<file path="config.mk">
export PLATFORM = sky130hd
export DESIGN_NAME = fifo_fwft
export DESIGN_NICKNAME = d
export VERILOG_FILES = /design/src/rtl/fifo_fwft.sv
export SDC_FILE = /design/constraint.sdc
export NUM_CORES = 1
export LEC_CHECK = 0
export ABC_AREA = 1
export CORE_UTILIZATION = 60
export CTS_CLUSTER_SIZE = 10
export DETAILED_ROUTE_END_ITERATION = 12
export MAX_ROUTING_LAYER = met4
export PLACE_DENSITY = 0.79
export SLEW_MARGIN = 10
export SYNTH_ARGS = -nofsm -noshare
export SYNTH_HDL_FRONTEND = slang
export SYNTH_SLANG_ARGS = --single-unit
</file>
<file path="constraint.sdc">
create_clock -name clk -period 2.8 [get_ports clk]
set_clock_uncertainty 0.2 [all_clocks]
set_input_delay 0.28 -clock clk [delete_from_list [all_inputs] [get_ports clk]]
set_output_delay 0.28 -clock clk [all_outputs]
set_load 0.1 [all_outputs]
</file>
<file path="src/rtl/fifo_fwft.sv">
// First-word-fall-through FIFO built on an internal register array, with count-based status flags.
// Optional sticky overflow/underflow flags are enabled by defining FIFO_STICKY_ERR_EN.
module fifo_fwft #(
  parameter int WIDTH     = 4,
  parameter int ADDR_BITS = 5,
  parameter int AF_LEVEL  = (2 ** ADDR_BITS) - 2,
  parameter int AE_LEVEL  = 2
) (
  input  logic                 clk,
  input  logic                 reset,
  input  logic                 push,
  input  logic [WIDTH-1:0]     pushedValue,
  input  logic                 pop,
  output logic [WIDTH-1:0]     poppedValue,
  output logic                 empty,
  output logic                 full,
  output logic                 almost_full,
  output logic                 almost_empty,
  output logic [ADDR_BITS:0]   count,
  output logic                 overflow,
  output logic                 underflow
);

  localparam int DEPTH = 2 ** ADDR_BITS;
  localparam logic [ADDR_BITS:0]   DEPTH_C  = (ADDR_BITS + 1)'(DEPTH);
  localparam logic [ADDR_BITS:0]   AF_C     = (ADDR_BITS + 1)'(AF_LEVEL);
  localparam logic [ADDR_BITS:0]   AE_C     = (ADDR_BITS + 1)'(AE_LEVEL);
  localparam logic [ADDR_BITS:0]   CNT_ZERO = {(ADDR_BITS + 1){1'b0}};
  localparam logic [ADDR_BITS:0]   CNT_ONE  = (ADDR_BITS + 1)'(1);
  localparam logic [ADDR_BITS-1:0] PTR_ZERO = {ADDR_BITS{1'b0}};
  localparam logic [ADDR_BITS-1:0] PTR_ONE  = ADDR_BITS'(1);

  logic [WIDTH-1:0]     mem_r [DEPTH];
  logic [ADDR_BITS-1:0] wr_ptr_r;
  logic [ADDR_BITS-1:0] rd_ptr_r;
  logic [ADDR_BITS:0]   count_r;
  logic [ADDR_BITS:0]   count_next_s;
  logic                 empty_r;
  logic                 full_r;
  logic                 almost_full_r;
  logic                 almost_empty_r;
  logic                 push_ok_s;
  logic                 pop_ok_s;

  // Acceptance rules and next occupancy; a full FIFO still takes a push when a pop frees a slot.
  always_comb begin
    pop_ok_s     = pop && !empty_r;
    push_ok_s    = push && (!full_r || pop);
    count_next_s = count_r;
    case ({push_ok_s, pop_ok_s})
      2'b10:   count_next_s = count_r + CNT_ONE;
      2'b01:   count_next_s = count_r - CNT_ONE;
      default: count_next_s = count_r;
    endcase
  end

  // Pointers, count and flags; flags are decoded from the next count so they track count exactly.
  always_ff @(posedge clk) begin
    if (reset) begin
      wr_ptr_r       <= PTR_ZERO;
      rd_ptr_r       <= PTR_ZERO;
      count_r        <= CNT_ZERO;
      empty_r        <= 1'b1;
      full_r         <= 1'b0;
      almost_full_r  <= 1'b0;
      almost_empty_r <= 1'b1;
    end else begin
      if (push_ok_s) begin
        wr_ptr_r <= wr_ptr_r + PTR_ONE;
      end
      if (pop_ok_s) begin
        rd_ptr_r <= rd_ptr_r + PTR_ONE;
      end
      count_r        <= count_next_s;
      empty_r        <= (count_next_s == CNT_ZERO);
      full_r         <= (count_next_s == DEPTH_C);
      almost_full_r  <= (count_next_s >= AF_C);
      almost_empty_r <= (count_next_s <= AE_C);
    end
  end

  // Storage array; contents are deliberately left untouched by reset.
  always_ff @(posedge clk) begin
    if (push_ok_s && !reset) begin
      mem_r[wr_ptr_r] <= pushedValue;
    end
  end

`ifdef FIFO_STICKY_ERR_EN
  logic overflow_r;
  logic underflow_r;

  // Sticky error capture: rejected push and ignored pop latch until reset.
  always_ff @(posedge clk) begin
    if (reset) begin
      overflow_r  <= 1'b0;
      underflow_r <= 1'b0;
    end else begin
      if (push && full_r && !pop) begin
        overflow_r <= 1'b1;
      end
      if (pop && empty_r) begin
        underflow_r <= 1'b1;
      end
    end
  end

  assign overflow  = overflow_r;
  assign underflow = underflow_r;
`else
  assign overflow  = 1'b0;
  assign underflow = 1'b0;
`endif

  assign poppedValue  = empty_r ? {WIDTH{1'b0}} : mem_r[rd_ptr_r];
  assign empty        = empty_r;
  assign full         = full_r;
  assign almost_full  = almost_full_r;
  assign almost_empty = almost_empty_r;
  assign count        = count_r;

endmodule

</file>
==> summary.md, run 1 <==
| Metric | Value |
|---|---|
| Commonest non-fill, non-tap cell in the layout | edfxtp_1 |
| Post-synthesis sequential area ratio | 66.5% |
| Arrival time at the worst endpoint | 2.28 ns |
| Initial DRC count | 510 |
| CTS H-tree depth | 4 |
| Hold WS | 0.282 ns |
| CTS sink cnt | 153 |
| Fillcell total | 648 |
| Final period util | 98.5% |
| Cts bufs inserted | 17 |
| Leak pwr | 2.75 nW |
| PwrDens | 808 nW/um2 |
| GPL Wtd Cong | 0.889 |
| Met3 usage | 7.17% |
| Sequential share of power | 41.2% |
| Antenna diode instance count | 0 |
| Grt met1 use | 33.7% |
| Placeable Area | 10500 um2 |
| Area of the die | 11300 um2 |
| CP bufs+invs | 3 |
| Worst Slack Setup Final | 0.0406 ns |
| Avg Cell Area, Syn | 11.1 um2 |
| Psw | 1.86 mW |
| Clock root cell | clkbuf_8 |
| Starting Density | 62.4% |
| Final hold viol count | 0 |
| Post-DP Area | 6880 um2 |
| Post-route minimum period | 2.76 ns |
| Non-filler cells, final | 775 |
| Row cnt | 37 |
| Outcome | finished clean |
| Wire length per cell | 19.7 um |
| First-pass DRT Iterations | 6 |
| Die Span Y | 106 um |
| Fmax | 0.362 GHz |
| Met2 usage | 44.6% |
| GRT overflow | 0 |
| Dpl ws | 0.0586 ns |
| DP Wirelength | 8700 um |
| I/O Buffers | 21 |
| Clk buf depth | 2 |
| Vias per cell | 6.12 |
| Number of setup violations in the final report | 0 |
| Fin nets | 642 |
| Crit path capture type | output pin |
| Register bit total from synthesis | 153 |
| Num ports | 24 |
| Via count | 4744 |
| Clk network pwr share | 37.4% |
| Post-Route Utilization | 74.1% |
| Max-cap viol count | 0 |
| Layout cell share with drive strength beyond 1 | 16.4% |
| Int Pwr | 4.40 mW |
| Worst Setup Start Kind | flip-flop |
| Commonest non-fill, non-tap cells in the layout | 128 x edfxtp_1, 120 x nor2_1, 60 x o21ai_0, 53 x nand2_1 |
| YS warnings | 0 |
| Setup CP Type | flip-flop to output pin |
| Gr usage total | 27.8% |
| CTS tree | built |
| CP peak stage delay | 0.38 ns |
| Slowest CP cell | dfxtp_4 |
| CP delay by family, top | simple AND/OR/NAND/NOR gates |
| GR peak layer | met2 |
| Synthesized cell area | 6530 um2 |
| Worst Path Max Fanout | 12 |
| Final Max Tran Viols | 0 |
| Detailed-route DRC error count | 0 |
| Largest net degree at the start of global routing | 65 |
| Horiz. Die Dim | 106 um |
| Worst skew pair latency | 0.55 ns |
| Crit path top cell by count | buf_12 |
| Mapped Cells | 590 |
| Inst Count DP | 732 |
| Worst path cell trace | buf_12 -> buf_12 -> o21ai_0 -> o221ai_1 -> nand3_1 -> nand3_2 -> nand2_2 -> nor2_4 -> buf_12 |
| Max VDD drop | 0.769 mV |
| WL final | 15300 um |
| Combinational Power Share | 21.4% |
| Antenna violations before repair | 0 |
| Final antenna-violating net count | 0 |
| Switching Fraction | 29.8% |
| Area growth from synthesis to layout | 18.6% |
| Worst path required time | 2.32 ns |
| Global-route wire length before repair | 22500 um |
| Clock-pin slew on the worst setup and hold paths | 0.06 ns |
| Unique masters post-synth | 33 |
| Hold WC Path Type | primary input to flip-flop |
| Vias in the first global route | 4421 |
| Final Cell Area | 7750 um2 |
## repair_timing
action                                  4_1_cts  5_1_grt
setup buffers                                 5        3
pin swaps                                     0        7
hold buffers                                  0        0
resized for setup                             7       23
gates cloned                                  0        3
endpoints found under the setup margin        4        4
## layer usage
metal  up-vias  part of all wire (%)
li1       2175                     -
met1      2202                    38
met2       326                    50
met3        41                    10
met4         0                   2.7
met5         -                     0
## synthesized netlist by cell type
cell / n / area, um2
edfxtp_1: 128 / 3840
nor2_1: 126 / 473
o21ai_0: 62 / 310
nand2_1: 54 / 203
inv_1: 31 / 116
nand3_1: 31 / 155
o221ai_1: 29 / 254
dfxtp_1: 25 / 500
o21ai_1: 12 / 60.1
buf_2: 10 / 50.1
buf_4: 9 / 67.6
clkbuf_1: 9 / 33.8
a21oi_1: 8 / 40.0
ha_1: 8 / 100
inv_2: 6 / 22.5
nand4_1: 6 / 37.5
nor3_1: 5 / 25.0
nand2_2: 4 / 25.0
nand3_2: 4 / 40.0
nor2_2: 4 / 25.0
nor2_4: 3 / 33.8
xnor2_1: 3 / 26.3
inv_4: 2 / 12.5
o22ai_1: 2 / 12.5
a311oi_1: 1 / 8.76
a31oi_1: 1 / 6.26
and3_1: 1 / 6.26
buf_6: 1 / 11.3
clkbuf_2: 1 / 5.00
conb_1: 1 / 3.75
o211ai_1: 1 / 7.51
o21ai_2: 1 / 8.76
xor2_1: 1 / 8.76
## state kept, by name (all words and copies together), names as in the netlist, named ones only
name	cells
full	1
almost_full	1
wr_ptr_r	5
count	6
empty	1
almost_empty	1
mem_r	128
rd_ptr_r	5
## power by group through the flow
stage | sequential [mW] | clock, mW | combinational (mW)
final | 2.58 | 2.34 | 1.34
after global routing | 2.59 | 2.44 | 1.43
after CTS | 2.58 | 2.34 | 1.21
after detailed placement | 2.63 | 0 | 1.16
after global placement | 2.63 | 0 | 1.14
after floorplan | 2.81 | 0 | 0.679
## cell families after synthesis
kind of cell,count (synthesis),share of synthesized area [%]
AND/OR/NAND/NOR,238,15.7
flip-flops,153,66.5
AO/OA/AOI/OAI,117,10.8
buffers and inverters,69,4.88
adder cells (fa/ha/maj),8,1.53
XOR/XNOR,4,0.536
other,1,0.0574
## through the flow
| stage | total power, mW | TNS [ns] |
|---|---|---|
| 6_report | 6.27 | 0 |
| 4_1_cts | 6.14 | 0 |
| 5_1_grt | 6.45 | -0.122 |
| 3_5_place_dp | 3.79 | 0 |
| 3_3_place_gp | 3.77 | 0 |
| 2_1_floorplan | 3.49 | 0 |
## final timing paths
path	slack, ns	to	cells past startpoint	start
min	0.28	wr_ptr_r[1]	4	push
max reg2reg	0.38	almost_full	16	empty
max	0.04	poppedValue[3]	9	flip-flop
min reg2reg	0.33	rd_ptr_r[2]	2	rd_ptr_r[2]
## tightest hold or removal path: cells and delay by family
kind	cells	cell delay, ns
compound gates	1	0.07
buf+inv	2	0.54
simple gates	1	0.09
## cell type report
class	count	area (um2)	area share [%]
clock buffers	20	435	5.62
inverters	39	181	2.34
flip-flops and latches	153	4350	56.2
repair inverters	1	11.3	0.145
well taps	136	170	2.20
clock inverters	12	175	2.26
multi-input cells	369	1910	24.7
repair buffers	45	510	6.59
Power figures use the tool's default switching activity.
==> inputs of run 2 (changes only) <==
--- a/config.mk
+++ b/config.mk
@@ -6,12 +6,12 @@
 export NUM_CORES = 1
 export LEC_CHECK = 0
 export ABC_AREA = 1
-export CORE_UTILIZATION = 60
+export CORE_UTILIZATION = 40
 export CTS_CLUSTER_SIZE = 10
 export DETAILED_ROUTE_END_ITERATION = 12
 export MAX_ROUTING_LAYER = met4
-export PLACE_DENSITY = 0.79
-export SLEW_MARGIN = 10
+export PLACE_DENSITY = 0.56
+export SLEW_MARGIN = 25
 export SYNTH_ARGS = -nofsm -noshare
 export SYNTH_HDL_FRONTEND = slang
 export SYNTH_SLANG_ARGS = --single-unit
==> run 2 against run 1 <==
  * Largest power group unchanged
  * Sequential share of layout area rose by 0.71 points
  * Non-clock buffer count down 4
  * Sequential power about the same
  * Die area grew 49%
  * Power decreased by 4.3%
  * Critical path type unchanged
  * Final cell count is 9.7% higher
  * Clock power shrank 7%
  * Utilization shrank 26 points
  * Routed wire length is 0.61% lower
  * Critical endpoint unchanged
  * Clock-buffer cell count rose by 3
==> summary.md, run 2 (synthesis results as in run 1) <==
| Metric | Value |
|---|---|
| Worst slew pin tran | 0.619 ns |
| CP delay by family, top | buffers and inverters |
| Wire length per cell | 17.8 um |
| Cts bufs inserted | 17 |
| Non-filler cells, final | 850 |
| Post-route minimum period | 2.70 ns |
| Gr usage total | 20.1% |
| Largest net degree at the start of global routing | 35 |
| I/O Buffers | 21 |
| Worst path required time | 2.32 ns |
| Worst relative slew slack | 58.7% |
| First-pass DRT Iterations | 5 |
| Final antenna-violating net count | 0 |
| Setup CP Type | flip-flop to output pin |
| Outcome | finished clean |
| Clk buf depth | 2 |
| CP peak stage delay | 0.36 ns |
| Fillcell total | 1454 |
| Slowest CP cell | dfxtp_2 |
| Biggest register | mem_r |
| Die Span Y | 130 um |
| Placeable Area | 15900 um2 |
| Detailed-route DRC error count | 0 |
| Starting Density | 41.0% |
| CTS H-tree depth | 4 |
| GRT overflow | 0 |
| Register area | 4350 um2 |
| CTS sink cnt | 153 |
| Global-route wire length before repair | 23700 um |
| Clock-pin slew on the worst setup and hold paths | 0.06 ns |
| Fmax | 0.371 GHz |
| Inst Count DP | 818 |
| Worst Setup Start Kind | flip-flop |
| R2r worst-path depth | 16 |
| Worst skew pair latency | 0.42 ns |
| WHS Endpoint | rd_ptr_r[2] |
| Num ports | 24 |
| Final period util | 96.4% |
| Via count | 4437 |
| Final Max Tran Viols | 0 |
| Leak pwr | 2.68 nW |
| Hold WC Path Type | flip-flop to flip-flop |
| GPL Wtd Cong | 0.799 |
| Horiz. Die Dim | 130 um |
| Vias in the first global route | 4358 |
| Final Cell Area | 7650 um2 |
| Worst path cell trace | inv_4 -> buf_6 -> o21ai_0 -> o221ai_1 -> nand3_1 -> nand2_1 -> nor2_1 -> nor2_2 -> buf_12 |
| Antenna violations before repair | 0 |
| Multi-input gate area | 1890 um2 |
| Max reg flops | 128 |
| Hold Path Cell Cnt | 2 |
| WL final | 15200 um |
| CTS tree | built |
| Layout cell share with drive strength beyond 1 | 15.1% |
| Max-cap viol count | 0 |
| CP bufs+invs | 3 |
| Crit Reg-Reg Startpoint | empty |
| Max VDD drop | 0.534 mV |
| Internal reg-to-reg setup slack | 0.46 ns |
| Worst Path Max Fanout | 18 |
| Antenna diode instance count | 0 |
| Commonest non-fill, non-tap cell in the layout | edfxtp_1 |
| Number of setup violations in the final report | 0 |
| Arrival time at the worst endpoint | 2.22 ns |
| Crit path capture type | output pin |
| Fin nets | 637 |
| Final hold viol count | 0 |
| Commonest non-fill, non-tap cells in the layout | 128 x edfxtp_1, 122 x nor2_1, 62 x o21ai_0, 54 x nand2_1 |
| Row cnt | 46 |
| Area growth from synthesis to layout | 17.1% |
| Area of the die | 16800 um2 |
| DP Wirelength | 9880 um |
| Clock root cell | clkbuf_16 |
| Initial DRC count | 314 |
| HP Start | rd_ptr_r[2] |
| Post-DP Area | 7040 um2 |
| RR Endpoint | full |
| Post-CTS setup repair buffer count | 0 |
| Vias per cell | 5.22 |
| PwrDens | 784 nW/um2 |
## run 2: changes by cell type in the layout (fill, tap and decap cells not counted), moves of 3 or more
cell / before / now
buf_12: 9 / 5
bufinv_16: 4 / 0
inv_4: 2 / 5
nor2_4: 6 / 3
## run 2: per-stage QoR
stage	TNS, ns	power [mW]	setup slack [ns]	util (%)	hold WS [ns]
finish	0	6.00	0.102	48.0	0.336
global route	-0.0144	6.23	-0.0136	48.0	0.374
CTS	0	6.01	0.0106	47.8	0.335
detailed placement	0	3.86	0.0343	44.2	0.324
global placement	0	3.85	0.133	44.2	0.299
floorplan	0	3.49	0.101	-	0.158
## run 2: how the worst max path moves through the flow
stage,depth (start not counted),to,startpoint
3_3_place_gp,18,almost_full,pop
3_5_place_dp,18,full,pop
5_1_grt,7,poppedValue[1],flip-flop
6_report,9,poppedValue[3],flip-flop
4_1_cts,9,poppedValue[3],flip-flop
2_1_floorplan,18,almost_full,full
## run 2: metal layers
layer | vias up | GRT usage [%] | wire length, um
met1 | 2152 | 25.5 | 6890
met3 | 19 | 4.92 | 768
met5 | - | - | 0
li1 | 2154 | - | -
met2 | 112 | 31.2 | 7280
met4 | 0 | 7.39 | 209
## run 2: repair_timing
item	CTS	global route
hold buffers	0	0
resized for setup	1	10
setup endpoints to repair	2	4
## run 2: worst min-delay path, delay by kind of cell (launching register included)
family / cells / cell delay, ns
flops: 1 / 0.31
buf+inv: 1 / 0.08
compound gates: 1 / 0.09
## run 2: final cells by class
class / instances / area share, %
Inverter: 39 / 2.14
Multi-Input combinational cell: 369 / 24.7
Clock inverter: 9 / 0.752
Tap cell: 216 / 3.53
Sequential cell: 153 / 56.9
Clock buffer: 23 / 6.69
Timing Repair Buffer: 41 / 5.27
## run 2: where the power goes
part | internal, mW | leakage (nW) | switching (mW) | total, mW
Sequential | 2.52 | 1.36 | 0.0634 | 2.58
Combinational | 0.364 | 1.05 | 0.880 | 1.24
Clock | 1.29 | 0.280 | 0.883 | 2.17
Total | 4.17 | 2.68 | 1.83 | 6.00
